`src/rtl/adc_capture_ctrl.sv`:
```
// adc_capture_ctrl: acquisition sequencer between the ADC sample stream and
// the SDRAM write port. Arms on request, fills a circular buffer with
// pre-trigger history, detects a level/edge trigger, captures a fixed
// post-trigger count and reports the trigger address.
// Optional feature macro: AUTO_TRIGGER_EN (forces a trigger after cfg_auto
// clk cycles spent in WAIT; cfg_auto is ignored when undefined).
module adc_capture_ctrl #(
  parameter int DW = 10,
  parameter int AW = 16
) (
  input  logic          clk,
  input  logic          n_reset,
  input  logic          arm,
  input  logic          abort,
  input  logic [DW-1:0] cfg_level,
  input  logic          cfg_edge,
  input  logic [AW-1:0] cfg_pre,
  input  logic [AW-1:0] cfg_post,
  input  logic [23:0]   cfg_auto,
  input  logic          smp_valid,
  input  logic [DW-1:0] smp_data,
  output logic          mem_valid,
  input  logic          mem_ready,
  output logic [AW-1:0] mem_addr,
  output logic [DW-1:0] mem_data,
  output logic          busy,
  output logic          done,
  output logic [AW-1:0] trig_addr,
  output logic          overrun,
  output logic [2:0]    state
);

  typedef enum logic [2:0] {
    S_IDLE  = 3'd0,
    S_PRE   = 3'd1,
    S_WAIT  = 3'd2,
    S_POST  = 3'd3,
    S_FLUSH = 3'd4,
    S_DONE  = 3'd5
  } state_t;

  state_t state_q, state_d;

  logic [DW-1:0] lat_level;
  logic          lat_edge;
  logic [AW-1:0] lat_pre;
  logic [AW-1:0] lat_post;

  logic [AW-1:0] wptr;
  logic [AW-1:0] cnt;
  logic [AW-1:0] cnt_inc;
  logic [DW-1:0] prev;
  logic          prev_valid;

  logic          arm_ok;
  logic          cap_phase;
  logic          slot_free;
  logic          capture;
  logic          drop;
  logic          edge_hit;
  logic          auto_fire;
  logic          trig_hit;

  assign arm_ok    = arm && !abort && (state_q == S_IDLE || state_q == S_DONE);
  assign slot_free = !mem_valid || mem_ready;
  assign capture   = cap_phase && smp_valid && slot_free && !abort;
  assign drop      = cap_phase && smp_valid && !slot_free && !abort;
  assign cnt_inc   = cnt + AW'(1);
  assign edge_hit  = prev_valid &&
                     (lat_edge ? (prev > lat_level && smp_data <= lat_level)
                               : (prev < lat_level && smp_data >= lat_level));
  assign trig_hit  = capture && (state_q == S_WAIT) && (edge_hit || auto_fire);

`ifdef AUTO_TRIGGER_EN
  logic [23:0] lat_auto;
  logic [23:0] auto_cnt;

  // WAIT dwell counter: zero outside WAIT, saturates at the latched timeout
  always_ff @(posedge clk or negedge n_reset) begin
    if (!n_reset) begin
      lat_auto <= '0;
      auto_cnt <= '0;
    end else begin
      if (arm_ok) lat_auto <= cfg_auto;
      if (state_q != S_WAIT)       auto_cnt <= '0;
      else if (auto_cnt != lat_auto) auto_cnt <= auto_cnt + 24'd1;
    end
  end

  assign auto_fire = (lat_auto != '0) && (auto_cnt == lat_auto);
`else
  logic cfg_auto_unused;
  assign cfg_auto_unused = ^cfg_auto;
  assign auto_fire = 1'b0;
`endif

  // State register
  always_ff @(posedge clk or negedge n_reset) begin
    if (!n_reset) state_q <= S_IDLE;
    else          state_q <= state_d;
  end

  // Next-state logic; abort overrides everything, including a same-cycle arm
  always_comb begin
    state_d = state_q;
    if (abort) begin
      state_d = S_IDLE;
    end else begin
      case (state_q)
        S_IDLE, S_DONE: if (arm) state_d = S_PRE;
        S_PRE: begin
          if (lat_pre == '0)                         state_d = S_WAIT;
          else if (capture && cnt_inc == lat_pre)    state_d = S_WAIT;
        end
        S_WAIT:  if (trig_hit) state_d = (lat_post == '0) ? S_FLUSH : S_POST;
        S_POST:  if (capture && cnt_inc == lat_post) state_d = S_FLUSH;
        S_FLUSH: if (slot_free) state_d = S_DONE;
        default: state_d = S_IDLE;
      endcase
    end
  end

  // State-decoded outputs and capture window
  always_comb begin
    state     = state_q;
    busy      = (state_q != S_IDLE) && (state_q != S_DONE);
    done      = (state_q == S_DONE);
    cap_phase = (state_q == S_PRE) || (state_q == S_WAIT) || (state_q == S_POST);
  end

  // Config latch, pointer, counters, previous sample, trigger address, overrun
  always_ff @(posedge clk or negedge n_reset) begin
    if (!n_reset) begin
      lat_level  <= '0;
      lat_edge   <= 1'b0;
      lat_pre    <= '0;
      lat_post   <= '0;
      wptr       <= '0;
      cnt        <= '0;
      prev       <= '0;
      prev_valid <= 1'b0;
      trig_addr  <= '0;
      overrun    <= 1'b0;
    end else if (arm_ok) begin
      lat_level  <= cfg_level;
      lat_edge   <= cfg_edge;
      lat_pre    <= cfg_pre;
      lat_post   <= cfg_post;
      wptr       <= '0;
      cnt        <= '0;
      prev_valid <= 1'b0;
      overrun    <= 1'b0;
    end else begin
      if (drop) overrun <= 1'b1;
      if (capture) begin
        wptr       <= wptr + AW'(1);
        prev       <= smp_data;
        prev_valid <= 1'b1;
        if (trig_hit) begin
          trig_addr <= wptr;
          cnt       <= '0;
        end else if (state_q != S_WAIT) begin
          cnt <= cnt_inc;
        end
      end
    end
  end

  // Write request register; a pending request is held until accepted
  always_ff @(posedge clk or negedge n_reset) begin
    if (!n_reset) begin
      mem_valid <= 1'b0;
      mem_addr  <= '0;
      mem_data  <= '0;
    end else if (capture) begin
      mem_valid <= 1'b1;
      mem_addr  <= wptr;
      mem_data  <= smp_data;
    end else if (mem_ready) begin
      mem_valid <= 1'b0;
    end
  end

endmodule
```
`config.mk`:
```
export PLATFORM = sky130hd
export DESIGN_NAME = adc_capture_ctrl
export DESIGN_NICKNAME = d
export VERILOG_FILES = /design/src/rtl/adc_capture_ctrl.sv
export SDC_FILE = /design/constraint.sdc
export NUM_CORES = 1
export LEC_CHECK = 0
export CORE_ASPECT_RATIO = 0.7
export CORE_MARGIN = 5
export CORE_UTILIZATION = 50
export CTS_CLUSTER_DIAMETER = 100
export DETAILED_ROUTE_END_ITERATION = 6
export PLACE_DENSITY_LB_ADDON = 0.05
export SLEW_MARGIN = 25
export SYNTH_ARGS = -nofsm -noshare
export SYNTH_HDL_FRONTEND = slang
export SYNTH_SLANG_ARGS = --single-unit
```
`constraint.sdc`:
```
create_clock -name clk -period 2.79 [get_ports clk]
set_clock_uncertainty 0.15 [all_clocks]
set_input_delay 0.558 -clock clk [delete_from_list [all_inputs] [get_ports clk]]
set_output_delay 0.558 -clock clk [all_outputs]
set_load 0.01 [all_outputs]
```
* Yosys cells after proc, flatten, opt, wreduce, memory -nomap -nowiden
Cells that the tools add are included.
** Storage, ports and cells
- Flip-flop bits (word level) :: 133
- Input bits :: 83
- Output and inout port bits :: 49
- Word-level logic and storage cells :: 92
** Cells by class
- Add/subtract/negate cells :: 2
- Order comparisons :: 4
- Equality and inequality tests :: 14
- Muxes and demuxes :: 22
- Bitwise operators :: 1
- Reduce and logical (&&, ||, !) cells :: 35
** Operator list (number)
- 16-bit two-way mux :: 6
- 16-bit by 1-bit adder with 16-bit output (second input constant) :: 2
- 16-bit == test :: 2
- 16-bit logical NOT :: 2
- 3-bit two-way mux :: 8
- 1-bit logical AND :: 15
- 3-bit inequality test (second input constant) :: 5
- 3-bit case mux with 5 select lines :: 1
- 10-bit greater-or-equal comparator :: 1
- 10-bit greater-than comparator :: 1
- 10-bit <= comparator :: 1
- 10-bit < comparator :: 1
- 1-bit two-way mux :: 7
- 3-bit by 2-bit == test with 1-bit output (second input constant) :: 2
- 3-bit == test (second input constant) :: 2
- 2-bit nonzero test :: 3
- 3-bit nonzero test :: 2
- 5-bit AND reduction :: 1
- 1-bit logical OR :: 4
- 4-bit inequality test (second input constant) :: 1
- 2-bit AND reduction :: 2
- 3-bit by 1-bit == test with 1-bit output (second input constant) :: 1
- 1-bit logical NOT :: 3
- 3-bit logical NOT :: 1
- 4 further kinds :: 4

* Longest topological paths before layout
Gate-level depths: netlist of the first run.
- Depth in word-level cells :: 11
- Depth in mapped cells :: 11
- Gate-level depth less buffers :: 10

* Worst setup path before layout of the first run
No wires, ideal clock.
- Path type :: input-to-reg
- From :: in smp_data[7]
- To :: reg trig_addr[10]
- Setup time :: 0.125 ns
- Arrival :: 2.480 ns
- Required time :: 2.515 ns
- Setup slack :: 0.036 ns
- Stages on the path :: 9
- Buffers on the path :: 2
- Path through :: ha_1 a211oi_1 nor2_1 a2111oi_1 xnor2_1 a21oi_2 buf_4 buf_6 mux2_2
** On the way
- Longest elaborated chain between the ends :: 6
- Elaborated cells on any way between the ends :: 8
- Those cells by class :: 2 x order compare; 1 x mux; 5 x reduce/logical
** RTL lines
- start, declared :: line 21 : input logic [DW-1:0] smp_data,
- 10-bit greater-or-equal comparator or 10-bit <= comparator (tied branches) :: line 71, 70
- 1-bit logical AND (on tied branches) :: line 71, 70
- 1-bit two-way mux * :: line 70 : (lat_edge ? (prev > lat_level && smp_data <= lat_level)
- 1-bit logical AND * :: line 69 : assign edge_hit = prev_valid &&
- 1-bit logical AND * :: line 72 : assign trig_hit = capture && (state_q == S_WAIT) && (edge_hit || auto_fire);
- 3-bit AND reduction (no line) *
- end signal, assigned :: line 160 : trig_addr <= wptr;
- end, declared :: line 28 : output logic [AW-1:0] trig_addr,
Every way passes the cells marked *; elsewhere a longest branch is shown, timed or not.
A chain may end at the register's enable or synchronous reset.

* Worst setup path in the final report of the first run
- From :: reg lat_level[8]
- To :: reg state_q[1], in the netlist state[1]
** On the way
- Longest elaborated chain between the ends :: 7
- Elaborated cells on any way between the ends :: 11
- Those cells by class :: 4 x order compare; 1 x eq/ne; 1 x mux; 5 x reduce/logical
** RTL lines
- start, declared :: line 44 : logic [DW-1:0] lat_level;
- start signal, assigned :: line 145 : lat_level <= cfg_level;
- 10-bit < comparator (tied with other cells) :: line 71 : : (prev < lat_level && smp_data >= lat_level));
- 1-bit logical AND (on tied branches) :: line 71, 70
- 1-bit two-way mux * :: line 70
- 1-bit logical AND * :: line 69
- 1-bit logical AND * :: line 72
- 3-bit inequality test (no line) *
- 5-bit AND reduction (no line) *
- end signal, assigned :: line 100 : else state_q <= state_d;
- end, declared :: line 42 : state_t state_q, state_d;
Marks and branches as above.

==> results of run 1 <==
==> worst min path at each step <==
| stage | from | endpoint | slack [ns] | cells past startpoint |
|---|---|---|---|---|
| 2_1_floorplan | n_reset | cnt[0] | 0.11 | 0 |
| 3_3_place_gp | mem_addr[11] | mem_addr[11] | 0.31 | 2 |
| 3_5_place_dp | mem_addr[6] | mem_addr[6] | 0.32 | 2 |
| 4_1_cts | n_reset | lat_pre[6] | 0.03 | 2 |
| 5_1_grt | n_reset | lat_pre[6] | 0.05 | 2 |
| 6_report | n_reset | lat_pre[5] | -0.0006 | 2 |
==> power by group <==
part           internal, mW  total (mW)  switching [mW]
Clock                  1.48        2.34           0.855
Sequential             2.28        2.67           0.386
Combinational          1.02        2.06            1.04
Total                  4.79        7.07            2.28
==> logic make-up after synthesis <==
logic type	count (synthesis)	synth area share
XOR/XNOR	49	0.06030
buffers and inverters	69	0.04578
AND/OR/NAND/NOR	294	0.1992
AO/OA/AOI/OAI	129	0.1125
flip-flops	133	0.4596
adder cells (fa/ha/maj)	22	0.03801
multiplexers	55	0.08466
==> per-layer routing <==
layer,track usage,part of all wire,vias to the layer above
met5,0,0,-
met4,0.06353,0.0097,0
met3,0.06867,0.095,26
met2,0.3620,0.44,300
met1,0.3754,0.46,3067
li1,-,-,2928
==> placed cells by master (no fill, tap or decap), types with 4 or more instances in the layout <==
cell and count:
nand4_1 14, o21ai_1 4, clkinvlp_4 4, and3_1 8, xnor2_1 23, a211oi_2 5, nor2_1 44, nor4_1 11
dlymetal6s2s_1 9, nor2b_1 7, nand2_1 142, mux2_2 50, buf_4 56, buf_12 5, clkbuf_16 17, dfrtp_1 130
nor3_1 8, a21oi_1 38, ha_4 8, inv_1 20, nand2b_1 5, nand3_1 18, ha_1 13, and4_1 8
clkdlybuf4s50_1 96, mux2i_1 4, a31oi_1 16, o21ai_0 27, xor2_1 23, inv_2 5
==> timing repair <==
action	in CTS	in global routing
resized for setup	14	48
cloned	1	0
pin swaps	8	17
hold buffers	0	0
buffers inserted	2	1
setup endpoints to repair	36	39
==> critical path: stages (launching register included) <==
cell and delay (ns):
dfrtp_1 0.37, inv_1 0.15, ha_1 0.29, nand4_1 0.17, a211oi_2 0.08, a211oi_2 0.20, buf_4 0.18, mux2i_4 0.24
a21oi_4 0.07, buf_4 0.17, a211oi_2 0.23, a21oi_1 0.06, o32ai_1 0.25
==> area by class of cell <==
| class | instances | area [um^2] | share of cell area |
|---|---|---|---|
| multi-input cells | 550 | 3854 | 0.3946 |
| well taps | 190 | 237.7 | 0.02434 |
| repair buffers | 169 | 1629 | 0.1668 |
| clock buffers | 22 | 474.2 | 0.04855 |
| clock inverters | 10 | 146.4 | 0.01499 |
| flip-flops and latches | 133 | 3332 | 0.3411 |
| inverters | 25 | 93.84 | 0.009608 |
==> through the flow <==
step | worst slack [ns] | util
finish | 0.06801 | 0.6950
global placement | -0.6080 | 0.6282
detailed placement | -0.7930 | 0.6282
global route | -0.07078 | 0.6950
floorplan | 0.03568 | -
CTS | 0.001758 | 0.6798
==> sequential cells by signal, indices dropped and copies added, names as in the netlist <==
register	count
cnt	16
lat_edge	1
lat_level	10
lat_post	16
lat_pre	16
mem_addr	16
mem_data	10
mem_valid	1
overrun	1
prev	10
prev_valid	1
state	3
trig_addr	16
wptr	16
==> impl_results.md, run 1 <==
- CP required: between 2 and 3 ns
- Layout Cells excl Fill: 1099
- Clk buf depth: 2
- TritonCTS clock tree: yes
- Post-synth top area share: 0.4596
- Diode count: 0
- Largest net degree at the start of global routing: 82
- Final hold slack: -0.0006032 ns
- P&R area growth vs syn: 34.87%
- Die height: 110.7 um
- HPWL Detailed: 15.29 mm
- Kind of critical path: reg -> reg
- Vias per cell: 5.752
- Worst Path Max Fanout: 4
- Fillers: 1096
- Run status: finished with violations
- Worst reg2reg path depth: 12
- Core area: 14050 um^2
- Tot Pwr: approximately 7 mW
- Cells after DPL: 1064
- TritonCTS Buffers: 17
- Clock latency on the worst-skew pair: 0.42 ns
- Fmax: ~370 MHz
- Share of cells above drive strength 1: 0.2178
- Worst Setup EP: state[1]
- Async set-reset flop share out of synthesis: 1.000
- Initial antenna violation count: 0
- RSZ-0062 raised after global routing: yes
- Distinct cells, synth: 68
- Post-Syn Area per Cell: 9.643 um^2
- Hold Path Class: in -> async
- Drt pass-1 iters: 5
- R2r startpoint: lat_level[8]
- Setup crit start kind: flop
- First-pass GRT wire length: 34.17 mm
- WL/cell: 19.68 um
- Seq cells post-synth: between 100 and 150
- Critical path arrival: 2.88 ns
- # setup viols final: 0
- Nets: 1001
- R2R Path End: state[1]
- Max VDD drop: 0.0004668 V
- Seq/Total Area, Yosys: 0.4596
- Vias in the first global route: slightly above 6000
- DRC Markers: 0
- Maxcap violations: 0
- Failing checks: hold timing
- Post-DRT Antenna Nets: 0
- Static Leak: ~4.4 nW
- Die area: 17030 um^2
- Final wirelength: 21.63 mm
- Global Route Usage Sum: 0.2516
- Iter 0 DRT Violations: 597
- Worst setup startpoint: lat_level[8]
- Chip width: 153.8 um
- Commonest register cell after synthesis: dfrtp_1
- H-tree Lvls: 4
- CTS root buffer: clkbuf_16
- Ratio of final minimum period to clock period: 0.9756
- Cell area after layout: just under 10000 um^2
- Num ports: 132
- Commonest cells post-synth: nand2_1, dfrtp_1, mux2_2, nor2_1, a21oi_1
- Setup TNS: 0 ns
- Most frequent cell after synthesis: nand2_1
- PortBufs: roughly 110
- Post-Syn Area: approximately 7200 um^2
- Synth Warn #: 0
- Setup crit end kind: flop
- Final Hold Vio Count: 1
- Syn nets: between 800 and 900
- RePlAce Congestion: 1.009
- Clock sinks: 133
- Number of synthesized flops with an enable pin: 0
- Slew Limit Fails: 0
- Vias after detailed routing: roughly 6300
- Synth top area cells: dfrtp_1, mux2_2, nand2_1
- Power density cells: 723.6 nW/um^2
- Clock transition at the registers of the reported paths: 0.06 ns
- Initial Util: 0.5153
- Leading area contributor after synthesis: dfrtp_1
- Slew HR: 0.5295
- Cells after synthesis: 751
- Row cnt: 36
- Placed Area: 8828 um^2
- Fin crit period: 2.722 ns
- Worst-Margin Slew: 0.7057 ns
- Total gr overflow: 0
- Reg-to-reg setup timing slack: 0.07 ns
No activity file was read; power rests on OpenSTA's default activity.
==> inputs of run 2 (changes only) <==
--- a/config.mk
+++ b/config.mk
@@ -5,12 +5,13 @@
 export SDC_FILE = /design/constraint.sdc
 export NUM_CORES = 1
 export LEC_CHECK = 0
+export CAP_MARGIN = 25
 export CORE_ASPECT_RATIO = 0.7
 export CORE_MARGIN = 5
 export CORE_UTILIZATION = 50
 export CTS_CLUSTER_DIAMETER = 100
 export DETAILED_ROUTE_END_ITERATION = 6
-export PLACE_DENSITY_LB_ADDON = 0.05
+export PLACE_DENSITY = 0.77
 export SLEW_MARGIN = 25
 export SYNTH_ARGS = -nofsm -noshare
 export SYNTH_HDL_FRONTEND = slang
==> constraint.sdc (replaced) <==
create_clock -name clk -period 2.79 [get_ports clk]
set_clock_uncertainty 0.15 [all_clocks]
set_input_delay 0.837 -clock clk [delete_from_list [all_inputs] [get_ports clk]]
set_output_delay 0.837 -clock clk [all_outputs]
set_load 0.01 [all_outputs]
==> impl_results.md, run 2 (synthesis results as in run 1) <==
- Run status: finished with violations
- Failing checks: setup timing
- Slowest library cell on the worst path: or4_4
- Slew HR: 0.6494 (+0.1199)
- Power density cells: 708.1 nW/um^2 (-2.1%)
- CP required: 2.99 ns (+0.04 ns)
- Slew Limit Fails: 0 (unchanged)
- Clk buf depth: 2 (unchanged)
- Cell mode on critical path: a21oi_2
- Post-DRT Antenna Nets: 0 (unchanged)
- Worst setup startpoint: lat_level[5]
- Clock transition at the registers of the reported paths: 0.06 ns (about the same)
- P&R area growth vs syn: 38.60%
- Fin crit period: 2.818 ns (+0.09554 ns)
- R2R Path End: state[2]
- Initial Util: 0.5153 (unchanged)
- Total gr overflow: 0 (unchanged)
- RSZ-0062 raised after global routing: yes
- Core area: 14050 um^2 (unchanged)
- Kind of critical path: reg -> reg
- Drt pass-1 iters: 5 (unchanged)
- Row cnt: 36 (unchanged)
- Share of cells above drive strength 1: 0.2623 (+0.04449)
- Largest stage delay on the critical path: 0.53 ns (+0.16 ns)
- Worst-Margin Slew: 0.5259 ns (-0.1798 ns)
- DRC Markers: 0 (unchanged)
- RePlAce Congestion: 0.9471 (-6.2%)
- Core Util, Final: 0.7142 (+0.01923)
- Chip width: 153.8 um (unchanged)
- Fillers: 1006 (-8.2%)
- WL/cell: 20.11 um (+2.2%)
- First-pass GRT wire length: 35.62 mm (+4.3%)
- Iter 0 DRT Violations: 722 (+21%)
- Num ports: 132 (unchanged)
- Most frequent cells in the layout: nand2_1, dfrtp_1, clkdlybuf4s50_1
- Critical path arrival: 3.01 ns (+0.13 ns)
- Maxcap violations: 0 (unchanged)
- Worst Slack Setup Final: -0.02754 ns (-0.09554 ns)
- Worst Setup EP: state[2]
- Placed Area: 9084 um^2 (+2.9%)
- Clock sinks: 133 (unchanged)
- Cell area after layout: 10040 um^2 (+2.8%)
- Worst Path Max Fanout: 4 (unchanged)
- # setup viols final: 1 (+1)
- Fmax: 354.9 MHz (-3.4%)
- Reg-to-reg setup timing slack: -0.03 ns (-0.10 ns)
- Hold Path Class: in -> async
- Vias per cell: 5.793 (+0.72%)
- Max VDD drop: 0.0005250 V (+12%)
- HPWL Detailed: 16.13 mm (+5.5%)
- Clock latency on the worst-skew pair: 0.43 ns (about the same)
- Initial antenna violation count: 1 (+1)
- Vias after detailed routing: 6517 (+3.1%)
- Setup crit end kind: flop
- Die height: 110.7 um (unchanged)
- Most common cell after layout, fill and taps aside: nand2_1
- Worst reg2reg path depth: 11 (-1)
- Global Route Usage Sum: 0.2625 (+0.01090)
- CTS root buffer: clkbuf_16
- Static Leak: 4.484 nW (+2.9%)
- Vias in the first global route: 6645 (+6.8%)
- PortBufs: 107 (unchanged)
- TritonCTS clock tree: yes
- CP Cell Sequence: inv_2 > ha_1 > a21oi_1 > o21ai_1 > a211oi_2 > xnor2_1 > a21oi_2 > buf_6 > a21oi_2 > or4_4 > o21ai_2
- Die area: 17030 um^2 (unchanged)
- Largest net degree at the start of global routing: 47 (-43%)
- R2r startpoint: lat_level[5]
- Final wirelength: 22.63 mm (+4.6%)
- Ratio of final minimum period to clock period: 1.010 (+0.03425)
- Setup TNS: -0.02754 ns (-0.02754 ns)
- Setup crit start kind: flop
- Final Hold Vio Count: 0 (-1)
- H-tree Lvls: 4 (unchanged)
- Nets: 1026 (+2.5%)
- TritonCTS Buffers: 17 (unchanged)
## run 2: cell count changes in the layout (fill, tap and decap cells not counted), moves of 3 or more
| cell | before | now |
|---|---|---|
| buf_4 | 56 | 81 |
| dlymetal6s2s_1 | 9 | 3 |
| mux2_4 | 0 | 10 |
| clkinvlp_4 | 4 | 1 |
| dfrtp_1 | 130 | 133 |
| clkbuf_2 | 0 | 4 |
| a21oi_2 | 2 | 6 |
| dfrtp_2 | 3 | 0 |
| buf_6 | 1 | 4 |
| clkbuf_8 | 3 | 0 |
| mux2_2 | 50 | 40 |
| clkdlybuf4s50_1 | 96 | 92 |
## run 2: where the power goes
| part | internal (mW) | switching (mW) | leakage, nW |
|---|---|---|---|
| Sequential | 2.28 | 0.369 | 1.73 |
| Clock | 1.50 | 0.897 | 0.305 |
| Combinational | 1.01 | 1.04 | 2.45 |
## run 2: worst min-delay path by stage
stage                  end        start  slack (ns)
6_report       lat_post[1]      n_reset        0.24
5_1_grt        lat_post[1]      n_reset        0.27
4_1_cts        lat_post[1]      n_reset        0.25
3_5_place_dp   mem_data[8]  mem_data[8]        0.31
3_3_place_gp   mem_data[6]  mem_data[6]        0.31
2_1_floorplan      prev[1]      prev[1]        0.30
## run 2: worst max-delay path: cells and delay by family (launching register included)
family	cells	cell delay, ns
AND/OR/NAND/NOR	1	0.53
adder cells (fa/ha/maj)	1	0.34
AO/OA/AOI/OAI	6	0.99
flip-flops	1	0.36
XOR/XNOR	1	0.16
buffers and inverters	2	0.20
## run 2: final cells by class
type | instances | area (um^2) | share of cell area
clock buffers | 18 | 429.2 | 0.04276
multi-input cells | 549 | 3939 | 0.3924
inverters | 25 | 96.34 | 0.009599
repair buffers | 195 | 1805 | 0.1799
well taps | 190 | 237.7 | 0.02368
clock inverters | 14 | 198.9 | 0.01982
flip-flops and latches | 133 | 3328 | 0.3316
diodes | 1 | 2.502 | 0.0002493
## run 2: layer usage
layer / track usage / wire length (um) / up-vias
met1: 0.3831 / 10170 / 3231
met4: 0.07824 / 355 / 0
met2: 0.3898 / 10330 / 277
met3: 0.06165 / 1767 / 38
li1: - / - / 2971
met5: 0 / 0 / -
## run 2: stage by stage
step                      instances  power [mW]  hold WS [ns]  setup slack [ns]
after floorplan                 751       3.668        0.2999           0.01401
after global placement         1085       4.357        0.3080           -0.6859
after detailed placement       1085       4.468        0.3150           -0.7585
after CTS                      1119       6.942        0.2480          -0.04724
after global routing           1125       7.442        0.2682          -0.09234
final                          1125       7.107        0.2366          -0.02754
## run 2: repair_timing
action | CTS | global route
setup endpoints to repair | 39 | 36
setup buffers | 2 | 5
hold buffers | 0 | 0
gates resized for setup | 32 | 70
pin swaps | 15 | 26
==> inputs of run 3 (changes only) <==
--- a/config.mk
+++ b/config.mk
@@ -9,6 +9,7 @@
 export CORE_ASPECT_RATIO = 0.7
 export CORE_MARGIN = 5
 export CORE_UTILIZATION = 50
+export CTS_BUF_LIST = sky130_fd_sc_hd__clkbuf_4 sky130_fd_sc_hd__clkbuf_8
 export CTS_CLUSTER_DIAMETER = 100
 export DETAILED_ROUTE_END_ITERATION = 6
 export PLACE_DENSITY = 0.77
==> impl_results.md, run 3 (synthesis results as in run 1) <==
- Run status: finished with violations
- Failing checks: setup timing
- Slowest library cell on the worst path: or4_1
- Total gr overflow: 0 (unchanged)
- TritonCTS clock tree: yes
- Worst reg2reg path depth: 11 (unchanged)
- CP Cell Sequence: clkbuf_2 > ha_4 > nand4_1 > a211oi_4 > a2111oi_4 > xnor2_1 > a21oi_2 > buf_6 > a21oi_1 > or4_1 > o21ai_2
- Initial antenna violation count: 0 (-1)
- Die height: 110.7 um (unchanged)
- Internal: 4.312 mW (-10%)
- Largest stage delay on the critical path: 0.53 ns (about the same)
- Reg-to-reg setup timing slack: -0.01 ns (+0.02 ns)
- Worst Slack Setup Final: -0.02653 ns (+0.001002 ns)
- Fmax: 355.0 MHz (about the same)
- DRC Markers: 0 (unchanged)
- Global Route Usage Sum: 0.2614 (-0.001065)
- CP required: 3.02 ns (+0.03 ns)
- Chip width: 153.8 um (unchanged)
- Largest net degree at the start of global routing: 47 (unchanged)
- Clock transition at the registers of the reported paths: 0.08 ns (+0.02 ns)
- TritonCTS Buffers: 17 (unchanged)
- RePlAce Congestion: 0.9471 (unchanged)
- Critical path arrival: 3.05 ns (+0.04 ns)
- Cell area after layout: 9843 um^2 (-1.9%)
- Clock latency on the worst-skew pair: 0.46 ns (+0.03 ns)
- PortBufs: 107 (unchanged)
- Fin crit period: 2.817 ns (-0.001002 ns)
- Worst Path Max Fanout: 4 (unchanged)
- R2r startpoint: lat_level[5]
- Placed Area: 9084 um^2 (unchanged)
- First-pass GRT wire length: 35.42 mm (-0.58%)
- Core area: 14050 um^2 (unchanged)
- Post-DRT Antenna Nets: 0 (unchanged)
- Switch Pwr: 2.252 mW (-2.6%)
- Setup crit end kind: flop
- R2R Path End: cnt[10]
- Ratio of final minimum period to clock period: 1.010 (about the same)
- Slew Limit Fails: 0 (unchanged)
- Comb pwr share: 0.319 (+0.030)
- Clk pwr share: 0.277 (-0.061)
- Vias in the first global route: 6649 (+0.060%)
- Most frequent cells in the layout: nand2_1, dfrtp_1, clkdlybuf4s50_1
- Core Util, Final: 0.7004 (-0.01380)
- Clk buf depth: 2 (unchanged)
- Die area: 17030 um^2 (unchanged)
- Maxcap violations: 0 (unchanged)
- H-tree Lvls: 4 (unchanged)
- Vias per cell: 5.862 (+1.2%)
- Share of cells above drive strength 1: 0.2657 (+0.003429)
- Sw frac: 0.3431 (+0.01793)
- RSZ-0062 raised after global routing: yes
- Iter 0 DRT Violations: 595 (-18%)
- Row cnt: 36 (unchanged)
- Hold Path Class: in -> async
- Kind of critical path: in -> reg
- HPWL Detailed: 16.13 mm (unchanged)
- P&R area growth vs syn: 35.92%
- Cts hold-fix bufs: 0 (unchanged)
- Setup crit start kind: input port
- Most common cell after layout, fill and taps aside: nand2_1
- Setup TNS: -0.03950 ns (-0.01197 ns)
- CTS root buffer: clkbuf_8
- Fillers: 1034 (+2.8%)
- Sequential cell fraction of total power: 0.404 (+0.031)
- Clock sinks: 133 (unchanged)
- Worst-Margin Slew: 0.5289 ns (+0.003000 ns)
- Num ports: 132 (unchanged)
- # setup viols final: 2 (+1)
- Power density cells: 666.8 nW/um^2 (-5.8%)
- Final wirelength: 22.53 mm (-0.45%)
- Tot Pwr: 6.564 mW (-7.6%)
- Drt pass-1 iters: 5 (unchanged)
- Diode count: 0 (-1)
- Static Leak: 4.401 nW (-1.8%)
- Max VDD drop: 0.0004884 V (-7.0%)
- Vias after detailed routing: 6606 (+1.4%)
- Final Hold Vio Count: 0 (unchanged)
- Nets: 1029 (+0.29%)
- Slew HR: 0.6474 (-0.002000)
- Initial Util: 0.5153 (unchanged)
- WL/cell: 19.99 um (-0.63%)
[run 3: cell count changes in the layout (fill, tap and decap cells not counted), sizes merged]
| cell | before | now |
|---|---|---|
| diode | 1 | 0 |
| clkbuf | 22 | 26 |
| o22a | 1 | 2 |
| clkdlybuf4s50 | 92 | 91 |
| dlygate4sd2 | 1 | 3 |
| buf | 94 | 91 |
[run 3: power groups by stage]
| stage | clock, mW | sequential (mW) | combinational [mW] |
|---|---|---|---|
| final | 1.82 | 2.65 | 2.09 |
| after global routing | 1.93 | 2.69 | 2.27 |
| after CTS | 1.83 | 2.62 | 1.88 |
| after detailed placement | 0 | 2.66 | 1.81 |
| after global placement | 0 | 2.64 | 1.72 |
| after floorplan | 0 | 2.58 | 1.09 |
[run 3: worst max path at each step]
stage / start / slack (ns) / cells past startpoint / to
detailed placement: smp_data[3] / -0.76 / 11 / state[2]
global route: lat_level[5] / -0.10 / 12 / state[1]
finish: smp_data[3] / -0.03 / 11 / state[2]
global placement: smp_data[5] / -0.69 / 11 / state[2]
floorplan: smp_data[3] / 0.01 / 9 / trig_addr[10]
CTS: smp_data[7] / 0.0004 / 12 / state[2]
[run 3: what timing repair did]
action / 4_1_cts / 5_1_grt
cloned: 1 / 0
pin swaps: 15 / 27
setup buffers: 4 / 5
endpoints found under the setup margin: 39 / 37
gates resized for setup: 29 / 63
[run 3: stage by stage]
stage          instances  setup slack (ns)  hold WS [ns]
4_1_cts             1122         0.0003630        0.2038
2_1_floorplan        751           0.01401        0.2999
3_3_place_gp        1085           -0.6859        0.3080
6_report            1127          -0.02653        0.2027
5_1_grt             1127           -0.1011        0.2035
3_5_place_dp        1085           -0.7585        0.3150
[run 3: area by class of cell]
class                           count  area (um^2)  area share
Tap cell                          190        237.7     0.02415
Inverter                           25        93.84    0.009533
Timing Repair Buffer              197         1790      0.1819
Sequential cell                   133         3332      0.3385
Clock inverter                     14        198.9     0.02021
Clock buffer                       18        241.5     0.02453
Multi-Input combinational cell    550         3949      0.4012
[run 3: per-layer routing]
layer,up-vias,share of wire,global-route usage
met5,-,0,0
met4,0,0.017,0.07000
met3,55,0.098,0.07062
met2,326,0.45,0.3866
met1,3244,0.44,0.3803
li1,2981,-,-
[run 3: critical path, delay by kind of cell]
family | cells | cell delay, ns
xor+xnor | 1 | 0.16
simple gates | 2 | 0.75
fa+ha+maj | 1 | 0.29
compound gates | 5 | 0.78
buf+inv | 2 | 0.25
